## src/rtl/v_pkg.sv

```systemverilog
// Shared types and widths for the vector store write buffer.
// Bank widths fall back to the data-memory defaults when not set by the build.
`ifndef DATAMEM_BITS
`define DATAMEM_BITS 10
`endif
`ifndef DATAMEM_WIDTH
`define DATAMEM_WIDTH 32
`endif

package v_pkg;

  localparam int WB_ADDR_W = `DATAMEM_BITS;
  localparam int WB_DATA_W = `DATAMEM_WIDTH;
  localparam int NUM_LANES = 4;

  typedef struct packed {
    logic [NUM_LANES-1:0]                lane_en;
    logic [NUM_LANES-1:0][WB_ADDR_W-1:0] addr;
    logic [NUM_LANES-1:0][WB_DATA_W-1:0] data;
    logic                                last;
  } v_wbuf_entry_t;

endpackage

```

## src/rtl/v_wbuf_fifo.sv

```systemverilog
// Generic synchronous FIFO exposing the head entry and the entry behind it.
module v_wbuf_fifo #(
  parameter type T     = logic [7:0],
  parameter int  DEPTH = 8,
  localparam int PTR_W = $clog2(DEPTH),
  localparam int OCC_W = PTR_W + 1
) (
  input  logic             clk,
  input  logic             rst,
  input  logic             push,
  input  logic             pop,
  input  T                 wdata,
  output T                 head,
  output T                 head_next,
  output logic [OCC_W-1:0] occupancy
);

  T                 mem [DEPTH];
  logic [PTR_W-1:0] wr_ptr;
  logic [PTR_W-1:0] rd_ptr;

  always_ff @(posedge clk) begin
    if (push) mem[wr_ptr] <= wdata;
  end

  always_ff @(posedge clk) begin
    if (rst) begin
      wr_ptr    <= '0;
      rd_ptr    <= '0;
      occupancy <= '0;
    end else begin
      if (push) wr_ptr <= wr_ptr + PTR_W'(1);
      if (pop)  rd_ptr <= rd_ptr + PTR_W'(1);
      case ({push, pop})
        2'b10:   occupancy <= occupancy + OCC_W'(1);
        2'b01:   occupancy <= occupancy - OCC_W'(1);
        default: occupancy <= occupancy;
      endcase
    end
  end

  assign head      = mem[rd_ptr];
  assign head_next = mem[rd_ptr + PTR_W'(1)];

endmodule

```

## src/rtl/v_store_wbuf.sv

```systemverilog
// Vector store write buffer: queues store beats and drains the head beat to
// four data-memory banks with independent per-lane commit.
module v_store_wbuf
  import v_pkg::*;
#(
  parameter int DEPTH  = 8,
  parameter int ADDR_W = WB_ADDR_W,
  parameter int DATA_W = WB_DATA_W
) (
  input  logic                   clk,
  input  logic                   rst,
  input  logic                   in_valid,
  output logic                   in_ready,
  input  logic [3:0]             in_lane_en,
  input  logic [ADDR_W-1:0]      in_addr0,
  input  logic [ADDR_W-1:0]      in_addr1,
  input  logic [ADDR_W-1:0]      in_addr2,
  input  logic [ADDR_W-1:0]      in_addr3,
  input  logic [DATA_W-1:0]      in_data0,
  input  logic [DATA_W-1:0]      in_data1,
  input  logic [DATA_W-1:0]      in_data2,
  input  logic [DATA_W-1:0]      in_data3,
  input  logic                   in_last,
  output logic [3:0]             bank_we,
  output logic [ADDR_W-1:0]      bank_addr0,
  output logic [ADDR_W-1:0]      bank_addr1,
  output logic [ADDR_W-1:0]      bank_addr2,
  output logic [ADDR_W-1:0]      bank_addr3,
  output logic [DATA_W-1:0]      bank_wdata0,
  output logic [DATA_W-1:0]      bank_wdata1,
  output logic [DATA_W-1:0]      bank_wdata2,
  output logic [DATA_W-1:0]      bank_wdata3,
  input  logic [3:0]             bank_ready,
  output logic                   store_done,
  output logic [$clog2(DEPTH):0] occupancy
);

  localparam int OCC_W = $clog2(DEPTH) + 1;

  v_wbuf_entry_t in_beat;
  v_wbuf_entry_t head;
  v_wbuf_entry_t head_next;
  logic [3:0]    pend;
  logic [3:0]    pend_nxt;
  logic [3:0]    commit;
  logic          nonempty;
  logic          push;
  logic          pop;

  assign in_beat = '{lane_en: in_lane_en,
                     addr:    {in_addr3, in_addr2, in_addr1, in_addr0},
                     data:    {in_data3, in_data2, in_data1, in_data0},
                     last:    in_last};

  assign nonempty = (occupancy != '0);
  assign in_ready = !rst && (occupancy != OCC_W'(DEPTH));
  assign push     = in_valid && in_ready;
  assign bank_we  = nonempty ? pend : 4'b0000;
  assign commit   = bank_we & bank_ready;
  // A beat leaves once every lane still pending commits this cycle.
  assign pop      = nonempty && ((pend & ~bank_ready) == 4'b0000);

  v_wbuf_fifo #(
    .T     (v_wbuf_entry_t),
    .DEPTH (DEPTH)
  ) u_fifo (
    .clk       (clk),
    .rst       (rst),
    .push      (push),
    .pop       (pop),
    .wdata     (in_beat),
    .head      (head),
    .head_next (head_next),
    .occupancy (occupancy)
  );

  // The next head is either already queued behind this one or arriving now.
  always_comb begin
    pend_nxt = pend & ~commit;
    if (pop) begin
      if (occupancy > OCC_W'(1)) pend_nxt = head_next.lane_en;
      else if (push)             pend_nxt = in_beat.lane_en;
      else                       pend_nxt = 4'b0000;
    end else if (!nonempty && push) begin
      pend_nxt = in_beat.lane_en;
    end
  end

  always_ff @(posedge clk) begin
    if (rst) begin
      pend       <= 4'b0000;
      store_done <= 1'b0;
    end else begin
      pend       <= pend_nxt;
      store_done <= pop && head.last;
    end
  end

  assign bank_addr0  = nonempty ? head.addr[0] : '0;
  assign bank_addr1  = nonempty ? head.addr[1] : '0;
  assign bank_addr2  = nonempty ? head.addr[2] : '0;
  assign bank_addr3  = nonempty ? head.addr[3] : '0;
  assign bank_wdata0 = nonempty ? head.data[0] : '0;
  assign bank_wdata1 = nonempty ? head.data[1] : '0;
  assign bank_wdata2 = nonempty ? head.data[2] : '0;
  assign bank_wdata3 = nonempty ? head.data[3] : '0;

endmodule

```

## config.mk

```make
export PLATFORM = sky130hd
export DESIGN_NAME = v_store_wbuf
export DESIGN_NICKNAME = d
export VERILOG_FILES = /design/src/rtl/v_pkg.sv /design/src/rtl/v_wbuf_fifo.sv /design/src/rtl/v_store_wbuf.sv
export SDC_FILE = /design/constraint.sdc
export NUM_CORES = 1
export LEC_CHECK = 0
export BUFFER_PORTS_ARGS = -buffer_cell sky130_fd_sc_hd__buf_2
export CORE_MARGIN = 2
export CORE_UTILIZATION = 63
export DETAILED_ROUTE_END_ITERATION = 6
export PLACE_DENSITY = 0.82
export SLEW_MARGIN = 10
export SYNTH_ARGS = -nofsm -noshare
export SYNTH_HDL_FRONTEND = slang
export SYNTH_HIERARCHICAL = 1
export SYNTH_SLANG_ARGS = --single-unit
```

## constraint.sdc

```tcl
create_clock -name clk -period 26.2 [get_ports clk]
set_clock_uncertainty 0.1 [all_clocks]
set_input_delay 5.24 -clock clk [delete_from_list [all_inputs] [get_ports clk]]
set_output_delay 5.24 -clock clk [all_outputs]
set_load 0.1 [all_outputs]
```

# Word-level counts from Yosys, hierarchy flattened

Memories as Yosys holds them, arrays and structs flattened. A register that Yosys moved wholly into a read port is not among the register bits.
Index checks and enable logic that the tools add are counted.

Register bits after elaboration: 15
Bits in writable memories: 1,384
Input port bits: 180
Output and inout port bits: 178
Word-level logic and storage cells: 47
Memories kept: 1

Memory list:

| memory     | depth | bits a word | rd ports | clocked after Yosys merged registers in | wr ports | line              | text |
|---|---|---|---|---|---|---|---|
| u_fifo.mem | 8     | 173         | 2        | 1                                       | 1        | v_wbuf_fifo.sv:18 | `T mem [DEPTH];` |

Add/subtract/negate cells: 4
Magnitude comparators: 1
Eq/ne operators: 3
Multiplexer cells: 18
Bitwise logic cells: 5
Reductions and logical operators: 10

Operators with widths:

| operator                                           | count |
|---|---|
| 2-to-1 mux 32 bit                                  | 4 |
| 2-to-1 mux 10 bit                                  | 4 |
| 2-to-1 mux 4 bit                                   | 5 |
| bitwise AND 4 bit                                  | 3 |
| NOT 4 bit                                          | 2 |
| case mux 4 bit (2 select lines)                    | 1 |
| adder 3 x 1 -> 3 bit, second input constant        | 2 |
| 2-to-1 mux 3 bit                                   | 2 |
| logical AND 1 bit                                  | 5 |
| adder 4 x 1 -> 4 bit, second input constant        | 1 |
| > comparator 4 x 1 -> 1 bit, second input constant | 1 |
| zero test 4 bit                                    | 1 |
| != test 4 bit, second input constant               | 1 |
| nonzero test 4 bit                                 | 1 |
| subtractor 4 x 1 -> 4 bit, second input constant   | 1 |
| == test 2 x 1 -> 1 bit, second input constant      | 1 |
| == test 2 bit, second input constant               | 1 |
| zero test 1 bit                                    | 2 |
| 2-to-1 mux 1 bit                                   | 2 |
| nonzero test 2 bit                                 | 1 |

# Depth between registers and ports, before layout

Depth in word-level cells: 7
Mapped depth: 12
Depth with buffers taken out: 11

# Hierarchy

The synthesis kept the hierarchy.

Modules (own cells, without submodules):

| module       | instances | cells an instance | area an instance (µm²) | sequential area each (µm²) |
|---|---|---|---|---|
| v_wbuf_fifo  | 1         | 2,685             | 62,974.1               | 41,820.1 |
| v_store_wbuf | 1         | 243               | 1,530.2                | 100.1 |

# Least setup slack after synthesis

Ideal clock, no wire load.

Path type: input port to flip-flop
From: in rst
To: mem u_fifo/mem[0][0] (netlist bit) (enable)
Library setup time: 0.918 ns
Data arrival time: 17.607 ns
Required time: 25.182 ns
Path slack: 7.575 ns
Stages: 4
Cells stage by stage: nand2b_1 -> a21oi_1 -> nand2b_1 -> nor3_1

Word-level cells in the longest chain between the ends: 5

Ends and longest elaborated chain:

| what                                   | line               | text |
|---|---|---|
| start: declaration                     | v_store_wbuf.sv:11 | `input logic rst,` |
| zero test 1 bit                        | v_store_wbuf.sv:56 | `assign in_ready = !rst && (occupancy != OCC_W'(DEPTH));` |
| logical AND 1 bit                      | v_store_wbuf.sv:56 |  |
| logical AND 1 bit                      | v_store_wbuf.sv:57 | `assign push = in_valid && in_ready;` |
| via push                               | v_store_wbuf.sv:47 | `logic push;` |
| 2-to-1 mux 1 bit                       | v_wbuf_fifo.sv:23  | `if (push) mem[wr_ptr] <= wdata;` |
| 2-to-1 mux 1 bit (implied by the code) | v_wbuf_fifo.sv:23  |  |
| end: declaration                       | v_wbuf_fifo.sv:18  |  |

The timed path passes the listed nets, and every way through them passes these cells.

==> flow_summary.json <==
{
  "outcome": "completed",
  "power.static_leakage_nw": 19.6,
  "max_stage_delay_ps": 930,
  "syn_area_per_cell_um2": 23.3,
  "synthCells": 2324,
  "postCtsResizedCells": 0,
  "finalWorstPathRequiredPeriod_ps": 11570,
  "ff2ff_path_depth": 6,
  "cts_root_buffer": "sky130_fd_sc_hd__clkbuf_16",
  "grt_max_degree": 175,
  "placement_rows": 107,
  "grt_usage": 0.256,
  "ios": 358,
  "number_of_maximum_capacitance_constraint_violations": 0,
  "floorplan.die.width_um": 297,
  "hold_path_cells": 2,
  "worst-setup-path-type": "reg2out",
  "dr.pass1.iters": 5,
  "post_cts_hold_buffer_count": 0,
  "worstHoldStart": "u_fifo/wr_ptr[0]",
  "hold_class": "reg2reg",
  "finalHoldViolations": 0,
  "setup_tns_ps": 0,
  "rsz0062_at_grt": "false",
  "max_slew_margin": 0.0121,
  "timing.fmax_ghz": 0.0865,
  "critPathLaunchType": "flip-flop",
  "dpl.hpwl_um": 59500,
  "cts_inserted_buffers": 138,
  "first_global_vias": 26902,
  "place_ws_ps": 14810,
  "grt_overflow_total": 0,
  "area_growth_pct": 12.9,
  "port_buffers": 357,
  "yosys_warnings": 6,
  "cts_tree": "done",
  "routed_wl_per_cell_um": 27.9,
  "fillers": 4768,
  "critical_path.cell_chain": "buf_4 > buf_4 > buf_4 > buf_4 > mux4_2 > mux2_2 > and2_1 > buf_2",
  "crit_fanout": 53,
  "die_area_um2": 88400,
  "capturing_point_of_the_worst_reg2reg_path": "u_fifo/mem[5][47]",
  "die-height_um": 297,
  "layout_worst_path_cycle_share": 0.441,
  "worstPathRequired_ps": 20860,
  "setup_violations": 0,
  "powerDensity_nw_per_um2": 116,
  "post_route_cells_drive_above_1_share": 0.391,
  "cts.reportedPaths.clkPinSlew_ps": 60,
  "synthesis.nets": 2509,
  "worst_hold_path.endpoint": "u_fifo/wr_ptr[0]",
  "clock_path_buffers": 3,
  "drcViolationCount": 0,
  "vias_per_cell": 6.23,
  "core_area_um2": 85100,
  "timing.final.ws_setup_ps": 14630,
  "global_route_wire_length_before_repair_um": 167000,
  "start_util": 0.636,
  "endpoint_kind": "output pin",
  "regToRegSetupSlack_ps": 21730,
  "slowest_stage": "sky130_fd_sc_hd__buf_4",
  "crit_top_cell": "sky130_fd_sc_hd__buf_4",
  "cp.arrival_ps": 6230,
  "final_net_count": 2910,
  "drtIter0Drc": 2201,
  "htree_num_levels": 4,
  "slew_viol_final": 0,
  "ir_worst_vdd_v": 0.000182,
  "grt_antenna_before_repair": 32,
  "wl_um": 111000,
  "clock_insertion_delay_worst_skew_ps": 730,
  "detail-route-antenna-nets": 0,
  "postPlaceCellArea_um2": 57000,
  "route.vias.total": 24870,
  "postCtsSetupRepairBufs": 0,
  "worstReg2RegStart": "u_fifo/occupancy[1]",
  "finish.instance_area_um2": 61200,
  "cell_area_after_synthesis_um2": 54200,
  "worst_pin_slew_ps": 1480,
  "numClockSinks": 1402,
  "place_congestion": 0.763
}
## worst max-delay path by stage
| stage | from | endpoint | slack (ps) | cells past startpoint |
|---|---|---|---|---|
| global route | flip-flop | bank_wdata0[13] | 13970 | 8 |
| finish | flip-flop | bank_addr3[5] | 14630 | 8 |
| floorplan | rst | u_fifo/mem[0][0] | 7580 | 4 |
| detailed placement | rst | in_ready | 14810 | 3 |
| CTS | flip-flop | bank_wdata0[1] | 14340 | 8 |
| global placement | rst | in_ready | 14800 | 3 |
## layout by cell type (no fill, tap or decap), types with 4 or more instances in the layout
cell	instances
sky130_fd_sc_hd__clkbuf_1	24
sky130_fd_sc_hd__buf_4	30
sky130_fd_sc_hd__nor2_1	10
sky130_fd_sc_hd__a2111oi_0	4
sky130_fd_sc_hd__nand3_1	4
sky130_fd_sc_hd__dfxtp_1	15
sky130_fd_sc_hd__xor2_1	6
sky130_fd_sc_hd__clkinv_1	37
sky130_fd_sc_hd__a21oi_1	5
sky130_fd_sc_hd__nand2b_1	9
sky130_fd_sc_hd__a311oi_1	4
sky130_fd_sc_hd__nor3_1	5
sky130_fd_sc_hd__clkinv_2	19
sky130_fd_sc_hd__nand2_1	14
sky130_fd_sc_hd__diode_2	21
sky130_fd_sc_hd__nor2_4	6
sky130_fd_sc_hd__edfxtp_1	1384
sky130_fd_sc_hd__bufinv_16	4
sky130_fd_sc_hd__inv_6	6
sky130_fd_sc_hd__buf_2	357
sky130_fd_sc_hd__clkbuf_16	139
sky130_fd_sc_hd__mux4_2	346
sky130_fd_sc_hd__buf_12	5
sky130_fd_sc_hd__ha_1	5
sky130_fd_sc_hd__clkinvlp_4	4
sky130_fd_sc_hd__inv_1	7
sky130_fd_sc_hd__and2_1	171
sky130_fd_sc_hd__mux2_2	174
## layout make-up
| class | count | area (um2) | share of cell area |
|---|---|---|---|
| well taps | 1144 | 1430 | 0.0234 |
| clock buffers | 165 | 3600 | 0.0588 |
| repair buffers | 392 | 2110 | 0.0345 |
| flip-flops and latches | 1402 | 41900 | 0.685 |
| clock inverters | 78 | 584 | 0.00955 |
| multi-input cells | 784 | 11500 | 0.187 |
| diodes | 21 | 52.6 | 0.000859 |
| inverters | 7 | 26.3 | 0.000429 |
## state kept, by name, summed over array words and instances, names as in the netlist, named ones only
name              cells
pend                  4
u_fifo/occupancy      4
store_done            1
u_fifo/mem         1384
u_fifo/wr_ptr         3
u_fifo/rd_ptr         3
## stage by stage
step	power [W]	hold WS [ps]	cells	utilization
final	0.00711	403	3993	0.719
after global routing	0.00732	440	3987	0.718
after CTS	0.00715	398	3972	0.718
after detailed placement	0.00533	387	3729	0.669
after global placement	0.00530	375	3729	0.669
after floorplan	0.00489	361	2324	-
## routing by layer
metal,up-vias,track usage,part of all wire
met1,13124,0.332,0.38
met2,1018,0.440,0.53
li1,10516,-,-
met5,-,0,0.0014
met3,188,0.0499,0.069
met4,24,0.0916,0.025
## critical path, delay by kind of cell (launching register included)
| family | cells | cell delay, ps |
|---|---|---|
| muxes | 2 | 870 |
| DFF | 1 | 900 |
| and+or+nand+nor | 1 | 170 |
| buffers and inverters | 5 | 3450 |
## power by group
part | switching, W | internal [W] | leakage (nW)
combinational | 0.00208 | 0.000636 | 4.94
sequential | 0.0000388 | 0.00252 | 12.6
clock | 0.000802 | 0.00102 | 2.04
No activity file was read; power rests on OpenSTA's default activity.
